**config.mk**
```make
export PLATFORM = sky130hd
export DESIGN_NAME = m68k_region_decoder
export DESIGN_NICKNAME = d
export VERILOG_FILES = /design/src/rtl/m68k_bus_pkg.sv /design/src/rtl/region_match.sv /design/src/rtl/m68k_region_decoder.sv
export SDC_FILE = /design/constraint.sdc
export NUM_CORES = 1
export LEC_CHECK = 0
export BUFFER_PORTS_ARGS = -buffer_cell sky130_fd_sc_hd__buf_2
export CAP_MARGIN = 20
export CORE_MARGIN = 5
export CORE_UTILIZATION = 39
export DETAILED_ROUTE_END_ITERATION = 10
export GPL_TIMING_DRIVEN = 0
export PLACE_DENSITY = 0.67
export SLEW_MARGIN = 15
export SYNTH_ARGS = -nofsm -noshare
export SYNTH_HDL_FRONTEND = slang
export SYNTH_SLANG_ARGS = --single-unit
```
**constraint.sdc**
```tcl
create_clock -name Clk -period 2.6 [get_ports Clk]
set_clock_uncertainty 0.15 [all_clocks]
set_input_delay 0.13 -clock Clk [delete_from_list [all_inputs] [get_ports Clk]]
set_output_delay 0.13 -clock Clk [all_outputs]
set_load 0.03 [all_outputs]
```
**src/rtl/m68k_bus_pkg.sv**
```systemverilog
// Shared types and the default decode table for the 68k bus region decoder.
package m68k_bus_pkg;

  typedef enum logic [2:0] {
    S_IDLE,
    S_WAIT,
    S_ACK,
    S_ERR,
    S_RELEASE
  } state_e;

  localparam int REGION_IDX_W    = 4;
  localparam int DEF_NUM_REGIONS = 8;
  localparam int DEF_ADDR_W      = 32;
  localparam int DEF_WS_W        = 4;

  // Index order: 0 ROM, 1 RAM, 2 IO, 3 CAN, 4 DRAM. Slots 5..7 repeat ROM and are
  // shadowed by region 0, so they can never be selected.
  localparam logic [DEF_NUM_REGIONS*DEF_ADDR_W-1:0] DEF_REGION_BASE = {
    32'h0000_0000, 32'h0000_0000, 32'h0000_0000, 32'h0800_0000,
    32'h0050_0000, 32'h0040_0000, 32'hF000_0000, 32'h0000_0000
  };
  localparam logic [DEF_NUM_REGIONS*DEF_ADDR_W-1:0] DEF_REGION_MASK = {
    32'hFFFF_8000, 32'hFFFF_8000, 32'hFFFF_8000, 32'hFC00_0000,
    32'hFFFF_0000, 32'hFFFF_0000, 32'hFFFC_0000, 32'hFFFF_8000
  };
  localparam logic [DEF_NUM_REGIONS*DEF_WS_W-1:0] DEF_REGION_WAIT = {
    4'd2, 4'd2, 4'd2, 4'd0, 4'd0, 4'd3, 4'd1, 4'd2
  };
  localparam logic [DEF_NUM_REGIONS-1:0] DEF_REGION_EXT = 8'b0001_0000;

endpackage

```
**src/rtl/region_match.sv**
```systemverilog
// Combinational base/mask window compare with fixed lowest-index-wins priority.
module region_match
  import m68k_bus_pkg::*;
#(
  parameter int                            NUM_REGIONS = DEF_NUM_REGIONS,
  parameter int                            ADDR_W      = DEF_ADDR_W,
  parameter logic [NUM_REGIONS*ADDR_W-1:0] REGION_BASE = DEF_REGION_BASE,
  parameter logic [NUM_REGIONS*ADDR_W-1:0] REGION_MASK = DEF_REGION_MASK
) (
  input  logic [ADDR_W-1:0]       addr_i,
  output logic                    hit_o,
  output logic [REGION_IDX_W-1:0] idx_o
);

  logic [NUM_REGIONS-1:0] hit_vec;

  for (genvar g = 0; g < NUM_REGIONS; g++) begin : g_cmp
    localparam logic [ADDR_W-1:0] BASE = REGION_BASE[g*ADDR_W +: ADDR_W];
    localparam logic [ADDR_W-1:0] MASK = REGION_MASK[g*ADDR_W +: ADDR_W];
    assign hit_vec[g] = (((addr_i ^ BASE) & MASK) == '0);
  end

  always_comb begin
    idx_o = '0;
    for (int i = NUM_REGIONS - 1; i >= 0; i--) begin
      if (hit_vec[i]) idx_o = REGION_IDX_W'(i);
    end
  end

  assign hit_o = |hit_vec;

endmodule

```
**src/rtl/m68k_region_decoder.sv**
```systemverilog
// 68k bus-cycle FSM: latches chip selects, times DTACK per region, raises BERR on
// unmapped access or timeout.
module m68k_region_decoder
  import m68k_bus_pkg::*;
#(
  parameter int                            NUM_REGIONS = DEF_NUM_REGIONS,
  parameter int                            ADDR_W      = DEF_ADDR_W,
  parameter int                            WS_W        = DEF_WS_W,
  parameter int                            TIMEOUT_CYC = 255,
  parameter logic [NUM_REGIONS*ADDR_W-1:0] REGION_BASE = DEF_REGION_BASE,
  parameter logic [NUM_REGIONS*ADDR_W-1:0] REGION_MASK = DEF_REGION_MASK,
  parameter logic [NUM_REGIONS*WS_W-1:0]   REGION_WAIT = DEF_REGION_WAIT,
  parameter logic [NUM_REGIONS-1:0]        REGION_EXT  = DEF_REGION_EXT
) (
  input  logic                    Clk,
  input  logic                    Reset_H,
  input  logic [ADDR_W-1:0]       Address,
  input  logic                    AS_L,
  input  logic                    ExtDtack_L,
  output logic [NUM_REGIONS-1:0]  Select_H,
  output logic [REGION_IDX_W-1:0] RegionIdx,
  output logic                    Dtack_L,
  output logic                    Berr_L,
  output logic                    Busy_H
);

  localparam int                TCNT_W    = $clog2(TIMEOUT_CYC + 1);
  localparam logic [TCNT_W-1:0] TCNT_LAST = TCNT_W'(TIMEOUT_CYC - 1);

  state_e                  state_q, state_d;
  logic [NUM_REGIONS-1:0]  sel_q, sel_d;
  logic [REGION_IDX_W-1:0] idx_q, idx_d;
  logic                    ext_q, ext_d;
  logic [WS_W-1:0]         wcnt_q, wcnt_d;
  logic [TCNT_W-1:0]       tcnt_q, tcnt_d;
  logic                    armed_q, armed_d;
  logic                    dtack_q, dtack_d;
  logic                    berr_q, berr_d;

  logic                    match_hit;
  logic [REGION_IDX_W-1:0] match_idx;
  logic [NUM_REGIONS-1:0]  dec_sel;
  logic [WS_W-1:0]         dec_wait;
  logic                    dec_ext;

  region_match #(
    .NUM_REGIONS (NUM_REGIONS),
    .ADDR_W      (ADDR_W),
    .REGION_BASE (REGION_BASE),
    .REGION_MASK (REGION_MASK)
  ) u_match (
    .addr_i (Address),
    .hit_o  (match_hit),
    .idx_o  (match_idx)
  );

  always_comb begin
    dec_sel  = '0;
    dec_wait = '0;
    dec_ext  = 1'b0;
    for (int i = 0; i < NUM_REGIONS; i++) begin
      if (match_idx == REGION_IDX_W'(i)) begin
        dec_sel[i] = match_hit;
        dec_wait   = REGION_WAIT[i*WS_W +: WS_W];
        dec_ext    = REGION_EXT[i];
      end
    end
  end

  // A new cycle starts only after AS_L has been seen high since the last decode,
  // so an AS_L held low across reset cannot start a stray cycle.
  assign armed_d = AS_L | (armed_q & ~((state_q == S_IDLE) & ~AS_L));

  always_comb begin
    state_d = state_q;
    sel_d   = sel_q;
    idx_d   = idx_q;
    ext_d   = ext_q;
    wcnt_d  = wcnt_q;
    tcnt_d  = tcnt_q;
    case (state_q)
      S_IDLE: begin
        if (!AS_L && armed_q) begin
          if (match_hit) begin
            state_d = S_WAIT;
            sel_d   = dec_sel;
            idx_d   = match_idx;
            ext_d   = dec_ext;
            wcnt_d  = dec_wait;
            tcnt_d  = '0;
          end else begin
            state_d = S_ERR;
          end
        end
      end
      S_WAIT: begin
        if (tcnt_q != '1) tcnt_d = tcnt_q + 1'b1;
        // Abort beats timeout beats acknowledge.
        if (AS_L) begin
          state_d = S_RELEASE;
          sel_d   = '0;
        end else if (tcnt_q == TCNT_LAST) begin
          state_d = S_ERR;
          sel_d   = '0;
        end else if (ext_q) begin
          if (!ExtDtack_L) state_d = S_ACK;
        end else if (wcnt_q == '0) begin
          state_d = S_ACK;
        end else begin
          wcnt_d = wcnt_q - 1'b1;
        end
      end
      S_ACK: begin
        if (AS_L) begin
          state_d = S_RELEASE;
          sel_d   = '0;
        end
      end
      S_ERR: begin
        if (AS_L) state_d = S_RELEASE;
      end
      S_RELEASE: state_d = S_IDLE;
      default: begin
        state_d = S_IDLE;
        sel_d   = '0;
      end
    endcase
  end

  // Strobes follow the registered state one cycle later and drop as soon as AS_L rises.
  assign dtack_d = ~((state_q == S_ACK) & ~AS_L);
  assign berr_d  = ~((state_q == S_ERR) & ~AS_L);

  always_ff @(posedge Clk) begin
    if (Reset_H) begin
      state_q <= S_IDLE;
      sel_q   <= '0;
      idx_q   <= '0;
      ext_q   <= 1'b0;
      wcnt_q  <= '0;
      tcnt_q  <= '0;
      armed_q <= 1'b0;
      dtack_q <= 1'b1;
      berr_q  <= 1'b1;
    end else begin
      state_q <= state_d;
      sel_q   <= sel_d;
      idx_q   <= idx_d;
      ext_q   <= ext_d;
      wcnt_q  <= wcnt_d;
      tcnt_q  <= tcnt_d;
      armed_q <= armed_d;
      dtack_q <= dtack_d;
      berr_q  <= berr_d;
    end
  end

  assign Select_H  = sel_q;
  assign RegionIdx = idx_q;
  assign Dtack_L   = dtack_q;
  assign Berr_L    = berr_q;
  assign Busy_H    = (state_q != S_IDLE);

endmodule

```
; Word level (Yosys, flattened, before mapping)
; Cells that the tools add are included.
[totals]
reg_bits = 31
inputBits = 36
out_inout_bits = 15
[op_classes]
addsub = 2
eq_ne = 25
mux = 50
bitwise_logic = 14
n_reduce_logical = 20
[ops]
columns = operator, n
row1 = logical NOT 32 bit, 5
row2 = two-way mux 4 bit, 16
row3 = two-way mux 8 bit, 8
row4 = one-hot mux 8 bit (4 select lines), 1
row5 = two-way mux 3 bit, 8
row6 = == test 4 x 3 -> 1 bit (second input constant), 4
row7 = one-hot mux 8 bit (2 select lines), 1
row8 = inequality test 2 bit (second input constant), 7
row9 = two-way mux 1 bit, 11
row10 = inequality test 5 bit (second input constant), 2
row11 = one-hot mux 3 bit (3 select lines), 1
row12 = adder 8 x 1 -> 8 bit (second input constant), 1
row13 = == test 4 x 2 -> 1 bit (second input constant), 2
row14 = == test 8 bit (second input constant), 1
row15 = logical NOT 4 bit, 2
row16 = inequality test 8 bit (second input constant), 1
row17 = one-hot mux 4 bit (2 select lines), 1
row18 = AND reduction 4 bit, 2
row19 = NOT 1 bit, 7
row20 = AND reduction 7 bit, 1
row21 = == test 3 x 2 -> 1 bit (second input constant), 2
row22 = two-way mux 2 bit, 3
row23 = AND reduction 5 bit, 1
row24 = OR reduction 5 bit, 1
row25 = 17 further kinds, 22

; Depth between registers and ports, before layout
; Gate-level depths: netlist of run 1.
[logic_depth]
depth_word = 19
ltp_mapped = 7
mapped_depth_nobuf = 7

; Cells and area by module
; Synthesis of run 1 repeated with hierarchy kept, for this count alone.
[unflattened]
cells_unflattened = 202
area_unflattened_um2 = 1742.9
[by_module_without_submodules]
columns = module, instances, cells_per_inst, area_per_inst_um2, seq_area_each_um2
row1 = m68k_region_decoder, 1, 185, 1621.6, 620.6
row2 = region_match, 1, 17, 121.4, 0.0

; Worst setup path before layout of run 1
; No wires, ideal clock.
[synth_timing]
kind = register to register
start = register state_q[1]
end = register wcnt_q[0]
t_arrival_ns = 1.772
t_required_ns = 2.319
path_slack_ns = 0.547
stages_incl_launch_ff = 7
period_less_slack_ns = 2.053
cell_sequence = dfxtp_1 -> buf_2 -> or4b_1 -> a41oi_2 -> nand2_1 -> a221oi_1 -> nor3_1
[synth_via]
elab_chain_cells = 3
[synth_rtl]
columns = element, line_no
row1 = "start, declared", m68k_region_decoder.sv:30  ; state_e state_q, state_d;
row2 = "start signal, assigned", m68k_region_decoder.sv:146  ; state_q <= state_d;
row3 = == test 3 x 1 -> 1 bit / logical NOT 3 bit (equally long branches), m68k_region_decoder.sv:81  ; case (state_q)
row4 = "inequality test 2 bit (no line), or another cell as far along", --
row5 = AND reduction 7 bit (no line), --
row6 = "end signal, assigned", m68k_region_decoder.sv:150  ; wcnt_q <= wcnt_d;
row7 = "end, declared", m68k_region_decoder.sv:34  ; logic [WS_W-1:0] wcnt_q, wcnt_d;
; Parallel ways exist; a longest one is shown, timed or not.
; A chain may end at the register's enable or synchronous reset.

; Final worst setup path of run 1
[layout_timing]
start = register state_q[0]
end = register tcnt_q[1]
[layout_via]
elab_chain_cells = 3
[layout_rtl]
columns = element, line_no
row1 = == test 3 x 1 -> 1 bit / logical NOT 3 bit (equally long branches), m68k_region_decoder.sv:81
row2 = "inequality test 2 bit (no line), or another cell as far along", --
row3 = AND reduction 4 bit (no line), --
row4 = "end signal, assigned", m68k_region_decoder.sv:151  ; tcnt_q <= tcnt_d;
row5 = "end, declared", m68k_region_decoder.sv:35  ; logic [TCNT_W-1:0] tcnt_q, tcnt_d;
; Parallel ways exist; a longest one is shown, timed or not.

==> results of run 1 <==
## routing by layer
metal / vias to the layer above / global-route usage (%) / share of wire (%)
li1: 736 / - / -
met3: 6 / 3.97 / 5.2
met1: 651 / 18.1 / 46
met5: - / 0 / 0
met4: 0 / 6.64 / 2.0
met2: 30 / 22.1 / 47
## worst register-to-register path, delay by kind of cell (launching register included)
family | cells | cell delay, ns
AO/OA/AOI/OAI | 2 | 0.67
AND/OR/NAND/NOR | 3 | 0.89
buffers and inverters | 1 | 0.10
flip-flops | 1 | 0.48
## flip-flops by register name (all words and copies together) (netlist names)
signal and count:
armed_q 1, RegionIdx 3, Select_H 8, wcnt_q 4, tcnt_q 8, Dtack_L 1, Berr_L 1, ext_q 1
state_q 3
## worst max path at each step
stage	startpoint	to	slack, ns	cells past startpoint
6_report	state_q[0]$_SDFFE_PP0P_	tcnt_q[1]$_SDFFE_PP0P_	0.24	6
5_1_grt	state_q[0]$_SDFFE_PP0P_	tcnt_q[1]$_SDFFE_PP0P_	0.07	6
4_1_cts	state_q[0]$_SDFFE_PP0P_	tcnt_q[1]$_SDFFE_PP0P_	0.25	6
3_5_place_dp	Address[28]	tcnt_q[1]$_SDFFE_PP0P_	0.25	7
3_3_place_gp	Address[28]	tcnt_q[1]$_SDFFE_PP0P_	0.27	7
2_1_floorplan	state_q[1]$_SDFFE_PP0P_	wcnt_q[0]$_SDFFE_PP0P_	0.55	6
## kinds of logic after synthesis
family                   Yosys count
AO/OA/AOI/OAI                     40
XOR/XNOR                           9
adder cells (fa/ha/maj)            3
buffers and inverters             14
flip-flops                        30
multiplexers                       1
other                              1
AND/OR/NAND/NOR                   82
## cell type report
| type | instances | area (um^2) |
|---|---|---|
| buffer | 5 | 23.8 |
| clock buffer | 7 | 86.3 |
| clock inverter | 1 | 5.00 |
| fill | 391 | 2050 |
| inverter | 9 | 33.8 |
| multi-input combinational | 136 | 911 |
| sequential | 30 | 601 |
| tap | 50 | 62.6 |
| timing repair buffer | 34 | 170 |
## placed cells by master (no fill, tap or decap), types with 2 or more instances in the layout
master                      count
sky130_fd_sc_hd__a221oi_1       2
sky130_fd_sc_hd__dfxtp_1       30
sky130_fd_sc_hd__a311oi_1       2
sky130_fd_sc_hd__nand4_1        4
sky130_fd_sc_hd__clkbuf_8       6
sky130_fd_sc_hd__a211oi_1       3
sky130_fd_sc_hd__inv_1          7
sky130_fd_sc_hd__nor2b_1        2
sky130_fd_sc_hd__or4_1          2
sky130_fd_sc_hd__nor3_4         2
sky130_fd_sc_hd__or2_2          2
sky130_fd_sc_hd__o21ai_0        3
sky130_fd_sc_hd__nor2_1        20
sky130_fd_sc_hd__ha_1           3
sky130_fd_sc_hd__nor3_1         5
sky130_fd_sc_hd__or3_1          2
sky130_fd_sc_hd__buf_2         35
sky130_fd_sc_hd__a21oi_1       15
sky130_fd_sc_hd__nand2_1       16
sky130_fd_sc_hd__and2_1         5
sky130_fd_sc_hd__nor4_1         3
sky130_fd_sc_hd__xor2_1         7
sky130_fd_sc_hd__nand3_1        2
sky130_fd_sc_hd__nand2b_1       3
sky130_fd_sc_hd__nor4_2         2
sky130_fd_sc_hd__clkbuf_1       4
sky130_fd_sc_hd__o21a_1         2
sky130_fd_sc_hd__o2111ai_1      2
sky130_fd_sc_hd__inv_2          2
sky130_fd_sc_hd__xnor2_1        2
## power breakdown
| part | switching [uW] | internal, uW | leakage [uW] |
|---|---|---|---|
| registers | 40.4 | 498 | 0.000243 |
| logic | 289 | 159 | 0.000429 |
| clock network | 168 | 213 | 0.0000482 |
## metrics by stage
stage	cell area [um^2]	hold WS, ns	utilization, %	setup WS (ns)	cells
finish	1890	0.0183	48.0	0.243	272
global placement	1800	0.287	45.7	0.274	264
CTS	1890	0.0163	48.0	0.245	272
detailed placement	1800	0.291	45.7	0.252	264
floorplan	1570	0.0974	-	0.547	180
global route	1890	0.0523	48.0	0.0719	272
==> flow_summary.rst, run 1 <==
.. list-table::
   :header-rows: 1

   * - Metric
     - Value
   * - Most frequently used flop master after synthesis
     - sky130_fd_sc_hd__dfxtp_1
   * - Initial Util
     - about two fifths
   * - Post CTS Setup Buffer Count
     - 0
   * - Critical register-to-register path startpoint
     - state_q[0]$_SDFFE_PP0P_
   * - Worst min-delay path class
     - input port to register
   * - Average via count per standard cell
     - 5.23
   * - Share of synthesized area spent on multiplexers
     - 0.638%
   * - Cell seen most often among critical-path stages
     - sky130_fd_sc_hd__or3_1
   * - Count of endpoints failing hold in the final timing report
     - 0
   * - Routed WL per cell
     - 12.6 um
   * - Antenna violations before repair
     - 0
   * - Crit-path max FO
     - 7
   * - Xor/xnor cell area share of the yosys netlist
     - 5.02%
   * - Buffers on Ports
     - 34
   * - Async set or reset register ratio after synthesis
     - 0%
   * - Nets
     - 260
   * - Syn Nets
     - 219
   * - Post-route clock period utilization
     - 90.7%
   * - Count of mapped cells out of synthesis
     - 180
   * - Register area share after synthesis
     - between 30% and 40%
   * - Actual transition at the worst max-transition pin
     - 0.683 ns
   * - Element type at the critical path end
     - register
   * - Number of inserted diodes
     - 0
   * - Root Buffer Master
     - sky130_fd_sc_hd__clkbuf_8
   * - Final Max Tran Viols
     - 0
   * - Sum of routed wire length over all layers
     - roughly 3400 um
   * - Unrepaired setup endpoints after global routing
     - no
   * - Cell chain of the critical path
     - inv_2, or3_1, o221ai_1, nor2_2, or3_1, a21oi_1
   * - Number of gates resized after CTS
     - 0
   * - Final weighted congestion in routability-driven placement
     - 0.775
   * - Post-CTS Hold Fix Bufs
     - 0
   * - Top cells by area in the synthesized netlist
     - sky130_fd_sc_hd__dfxtp_1, sky130_fd_sc_hd__a21oi_1, sky130_fd_sc_hd__nor2_1
   * - Post-layout min period
     - 2.36 ns
   * - Slowest stage cell on the critical path
     - sky130_fd_sc_hd__o221ai_1
   * - DRC violation count after routing
     - 0
   * - Die Y
     - 73.4 um
   * - Number of global-route vias before repair
     - between 1000 and 1500
   * - Maximum number of pins on one net before global-route repair
     - 11
   * - Post-synthesis sequential element count
     - 30
   * - Antenna Nets Post-Route
     - 0
   * - Worst VDD drop
     - 0.525 mV
   * - Largest area contributor in the netlist
     - sky130_fd_sc_hd__dfxtp_1
   * - Max_slew headroom
     - 54.1%
   * - Outcome
     - finished clean
   * - Total negative slack
     - 0 ns
   * - Post-detail-place hpwl
     - between 2000 and 3000 um
   * - Width of the die
     - approximately 73 um
   * - CTS sink count
     - 30
   * - Min-Delay Startpoint
     - AS_L
   * - Netlist area before placement
     - 1570 um^2
   * - Adder-cell share of the synthesized area
     - under 10%
   * - Source-to-sink clock delay at the later pin of the worst-skew pair
     - 0.28 ns
   * - Number of library cell types mapped by synthesis
     - between 50 and 60
   * - Worst path required time
     - around 2.7 ns
   * - Largest family of logic cells by synthesized area
     - simple AND/OR/NAND/NOR gates
   * - Number of violations of the max-capacitance limit
     - 0
   * - CP top delay family
     - simple AND/OR/NAND/NOR gates
   * - R2R cell count
     - 6
   * - Power per standard cell area
     - 722 nW/um^2
   * - Kind of launch point of the worst setup path
     - register
   * - End point of the most critical hold path
     - armed_q$_SDFF_PP0_
   * - Synth top cells by count
     - sky130_fd_sc_hd__dfxtp_1, sky130_fd_sc_hd__nor2_1, sky130_fd_sc_hd__nand2_1
   * - Fraction of final layout cells with drive strength greater than 1
     - between 20% and 30%
   * - Number of setup violations in the final report
     - 0
   * - Total power consumption of the routed design
     - 1370 uW
   * - Reg clk slew, reported paths
     - about 0.07 ns
   * - Buffer and inverter count on the worst path
     - 1
   * - Most numerous cell in the Yosys netlist
     - sky130_fd_sc_hd__dfxtp_1
   * - Core footprint
     - between 3000 and 4000 um^2
   * - Yosys top cell area share
     - 38.3%
   * - Count of pins on the block boundary
     - 51
   * - Max stage delay on crit path
     - 0.53 ns
   * - H-tree Lvls
     - 2
   * - Detailed router's first-iteration violation count
     - 58
   * - Post-synthesis to final-layout area growth
     - 20.7%
   * - Leakage power of the design
     - 0.000720 uW
   * - CTS Buf Count
     - 5
   * - Count of synthesis-stage warnings from yosys
     - 0
   * - Die area
     - 5390 um^2
   * - Clock tree from TritonCTS
     - built
   * - Number of vias after detailed routing
     - approximately 1400
   * - Worst endpoint data arrival time
     - 2.42 ns
   * - Total overflow reported by the global router
     - 0
   * - Maximum clock frequency
     - around 0.42 GHz
   * - GRT Resource Usage Total
     - 14.2%
   * - Basic-gate share of the synthesized area counting and, or, nand and nor cells
     - 30.9%
   * - Capture point of the worst reg-to-reg path
     - tcnt_q[1]$_SDFFE_PP0P_
   * - Post-synthesis compound-gate area fraction
     - 18.8%
   * - First-pass GRT wire length
     - 5920 um
   * - Hold depth
     - 3
   * - Kind of critical path
     - register to register
   * - Maximum clock insertion buffer count
     - 2
   * - Synthesized area per cell
     - 8.72 um^2
   * - Number of placement rows
     - 23
   * - Slack of the worst reg-to-reg path
     - about 0.24 ns
   * - Number of enable-type register cells in the synthesized netlist
     - 0
   * - Iteration count of the initial detailed-routing pass
     - 4
Note: power is estimated with default switching activity, not from simulation.
==> run 2: changes to the inputs <==
--- a/config.mk
+++ b/config.mk
@@ -7,12 +7,13 @@
 export LEC_CHECK = 0
 export BUFFER_PORTS_ARGS = -buffer_cell sky130_fd_sc_hd__buf_2
 export CAP_MARGIN = 20
-export CORE_MARGIN = 5
+export CORE_MARGIN = 2
 export CORE_UTILIZATION = 39
 export DETAILED_ROUTE_END_ITERATION = 10
 export GPL_TIMING_DRIVEN = 0
-export PLACE_DENSITY = 0.67
+export PLACE_DENSITY = 0.66
 export SLEW_MARGIN = 15
 export SYNTH_ARGS = -nofsm -noshare
 export SYNTH_HDL_FRONTEND = slang
+export SYNTH_HIERARCHICAL = 1
 export SYNTH_SLANG_ARGS = --single-unit
==> flow_summary.rst, run 2 <==
.. list-table::
   :header-rows: 1

   * - Metric
     - Value
   * - Reg clk slew, reported paths
     - 0.07 ns
   * - Count of pins on the block boundary
     - 51
   * - First-pass GRT wire length
     - 6560 um
   * - Routed WL per cell
     - 12.7 um
   * - Final Instance Area
     - 2080 um^2
   * - Worst VDD drop
     - 0.357 mV
   * - Count of mapped cells out of synthesis
     - approximately 200
   * - Total negative slack
     - 0 ns
   * - Number of setup violations in the final report
     - 0
   * - Initial Util
     - around two fifths
   * - Final setup margin
     - 0.200 ns
   * - Number of global-route vias before repair
     - 1515
   * - Post-layout min period
     - 2.40 ns
   * - Number of enable-type register cells in the synthesized netlist
     - 0
   * - Final Max Tran Viols
     - 0
   * - Nets
     - 284
   * - Buffer and inverter count on the worst path
     - 2
   * - Post-route clock period utilization
     - a little over 90%
   * - Maximum clock insertion buffer count
     - 2
   * - Core footprint
     - between 4000 and 5000 um^2
   * - Number of placement rows
     - 24
   * - Minimum hold slack
     - 0.0957 ns
   * - Kind of critical path
     - input port to register
   * - Post-synthesis sequential element count
     - 31
   * - Dpl cell area
     - approximately 2000 um^2
   * - Highest signal layer in the routed design
     - met4
   * - Syn Nets
     - 242
   * - Slowest stage cell on the critical path
     - sky130_fd_sc_hd__or4_4
   * - CTS Buf Count
     - 5
   * - Maximum number of pins on one net before global-route repair
     - 11
   * - Iteration count of the initial detailed-routing pass
     - 4
   * - Detailed router's first-iteration violation count
     - 63
   * - CTS sink count
     - 31
   * - Number of library cell types mapped by synthesis
     - 54
   * - Fill cell total of the finished layout
     - between 400 and 500
   * - Worst setup slack after placement
     - -0.377 ns
   * - Async set or reset register ratio after synthesis
     - 0%
   * - GRT Resource Usage Total
     - 16.2%
   * - Most numerous cell in the Yosys netlist
     - sky130_fd_sc_hd__dfxtp_1
   * - Final weighted congestion in routability-driven placement
     - 0.796
   * - Antenna Nets Post-Route
     - 0
   * - Multi-input gate area
     - 1020 um^2
   * - Post-detail-place hpwl
     - 2750 um
   * - Clock tree from TritonCTS
     - built
   * - H-tree Lvls
     - 2
   * - Die Y
     - between 70 and 80 um
   * - FF/Latch Area
     - 621 um^2
   * - Synthesized area per cell
     - 8.63 um^2
   * - Sum of routed wire length over all layers
     - 3760 um
   * - Kind of launch point of the worst setup path
     - input port
   * - Crit-path max FO
     - 4
   * - Highest-count cells in the layout ignoring fill and taps
     - sky130_fd_sc_hd__buf_2, sky130_fd_sc_hd__dfxtp_1, sky130_fd_sc_hd__nor2_1
   * - Met2 wirelength from detailed routing
     - 1700 um
   * - Buffers on Ports
     - 35
   * - Worst endpoint data arrival time
     - roughly 2.5 ns
   * - DRC violation count after routing
     - 0
   * - Cell count after placement
     - 289
   * - Top cells by area in the synthesized netlist
     - sky130_fd_sc_hd__dfxtp_1, sky130_fd_sc_hd__nor2_1, sky130_fd_sc_hd__mux2i_1
   * - Count of endpoints failing hold in the final timing report
     - 0
   * - Worst min-delay path class
     - input port to register
   * - Fraction of final layout cells with drive strength greater than 1
     - 26.1%
   * - Cell seen most often among critical-path stages
     - sky130_fd_sc_hd__a21oi_1
   * - Synth top cells by count
     - sky130_fd_sc_hd__dfxtp_1, sky130_fd_sc_hd__nor2_1, sky130_fd_sc_hd__nand2_1
   * - Source-to-sink clock delay at the later pin of the worst-skew pair
     - 0.28 ns
   * - Unrepaired setup endpoints after global routing
     - no
   * - Post-synthesis to final-layout area growth
     - 19.3%
   * - Width of the die
     - 70.9 um
   * - Worst path required time
     - roughly 2.7 ns
   * - Antenna violations before repair
     - 0
   * - Element type at the critical path end
     - register
   * - Root Buffer Master
     - sky130_fd_sc_hd__clkbuf_8
   * - Most common library cell in the layout ignoring fill and taps
     - sky130_fd_sc_hd__buf_2
   * - Total overflow reported by the global router
     - 0
   * - Register area share after synthesis
     - 35.6%
   * - Number of vias after detailed routing
     - 1576
   * - Detailed route wirelength on metal3
     - between 100 and 150 um
   * - Outcome
     - finished clean
   * - Max stage delay on crit path
     - 0.57 ns
   * - Number of violations of the max-capacitance limit
     - 0
   * - Power per standard cell area
     - about 700 nW/um^2
   * - Wire length on met1
     - between 1500 and 2000 um
   * - CP top delay family
     - simple AND/OR/NAND/NOR gates
   * - Average via count per standard cell
     - 5.31
   * - Largest area contributor in the netlist
     - sky130_fd_sc_hd__dfxtp_1
   * - Die area
     - about 5000 um^2
   * - Netlist area before placement
     - roughly 1700 um^2
   * - Most frequently used flop master after synthesis
     - sky130_fd_sc_hd__dfxtp_1
   * - Count of synthesis-stage warnings from yosys
     - 6
   * - Leakage power of the design
     - 0.000828 uW
   * - Number of inserted diodes
     - 0
   * - Yosys top cell area share
     - 35.6%
   * - Post CTS Setup Buffer Count
     - 0
   * - Post-Layout Cell Count
     - 297
   * - Maximum clock frequency
     - 0.417 GHz
   * - Cell chain of the critical path
     - buf_2, or4_4, nor3_2, a22oi_1, o21bai_1, a21oi_1, o21ai_2, inv_1, or4_1, a21oi_1
[run 2: cell types whose count changed in the layout (fill, tap and decap cells not counted), moves of 5 or more]
cell,delta
sky130_fd_sc_hd__a21oi_1,-6
sky130_fd_sc_hd__and2_1,-5
sky130_fd_sc_hd__mux2i_1,+7
sky130_fd_sc_hd__nand3_1,+8
sky130_fd_sc_hd__o21ai_0,+5
[run 2: cell type report]
type | instances | share of cell area (%)
inverters | 7 | 1.26
multi-input cells | 150 | 49.3
flip-flops and latches | 31 | 29.8
clock buffers | 7 | 3.67
clock inverters | 1 | 0.241
well taps | 52 | 3.13
plain buffers | 14 | 4.15
repair buffers | 35 | 8.42
[run 2: kinds of logic after synthesis]
family | Yosys count | synth area share [%]
AO/OA/AOI/OAI | 43 | 18.6
AND/OR/NAND/NOR | 88 | 28.6
multiplexers | 8 | 4.59
other | 1 | 0.215
adder cells (fa/ha/maj) | 4 | 2.87
buffers and inverters | 21 | 6.46
flip-flops | 31 | 35.6
XOR/XNOR | 6 | 3.02
[run 2: repair_timing]
action,in CTS,in global routing
pin swaps,0,0
gates resized for setup,1,2
endpoints found under the setup margin,1,2
hold buffers,0,0
[run 2: through the flow]
stage / power (uW) / utilization [%]
after floorplan: 1010 / -
after global placement: 1120 / 46.0
after detailed placement: 1130 / 46.0
after CTS: 1490 / 47.9
after global routing: 1600 / 48.1
final: 1490 / 48.1
[run 2: report_power, final]
| part | internal (uW) | switching (uW) |
|---|---|---|
| sequential | 521 | 27.9 |
| combinational | 237 | 338 |
| clock | 188 | 180 |
[run 2: worst paths after layout]
kind,startpoint,to,slack (ns),depth (start not counted)
worst max-delay path,Address[29],wcnt_q[3]$_SDFFE_PP0P_,0.20,10
worst min-delay path,Address[26],RegionIdx[2]$_SDFFE_PP0P_,0.1,4
worst max register to register,state_q[0]$_SDFFE_PP0P_,Select_H[0]$_SDFFE_PP0P_,0.36,6
worst min register to register,wcnt_q[0]$_SDFFE_PP0P_,wcnt_q[0]$_SDFFE_PP0P_,0.30,1
[run 2: worst reg2reg max path, delay by kind of cell (launching register included)]
| kind | cells | cell delay (ns) |
|---|---|---|
| AND/OR/NAND/NOR | 2 | 0.40 |
| buffers and inverters | 2 | 0.49 |
| multiplexers | 1 | 0.21 |
| flip-flops | 1 | 0.40 |
| AO/OA/AOI/OAI | 1 | 0.47 |
[run 2: metal layers]
| layer | up-vias | track usage (%) |
|---|---|---|
| met5 | - | 0 |
| met4 | 0 | 5.66 |
| met3 | 7 | 5.13 |
| met2 | 24 | 26.3 |
| met1 | 729 | 20.4 |
| li1 | 816 | - |
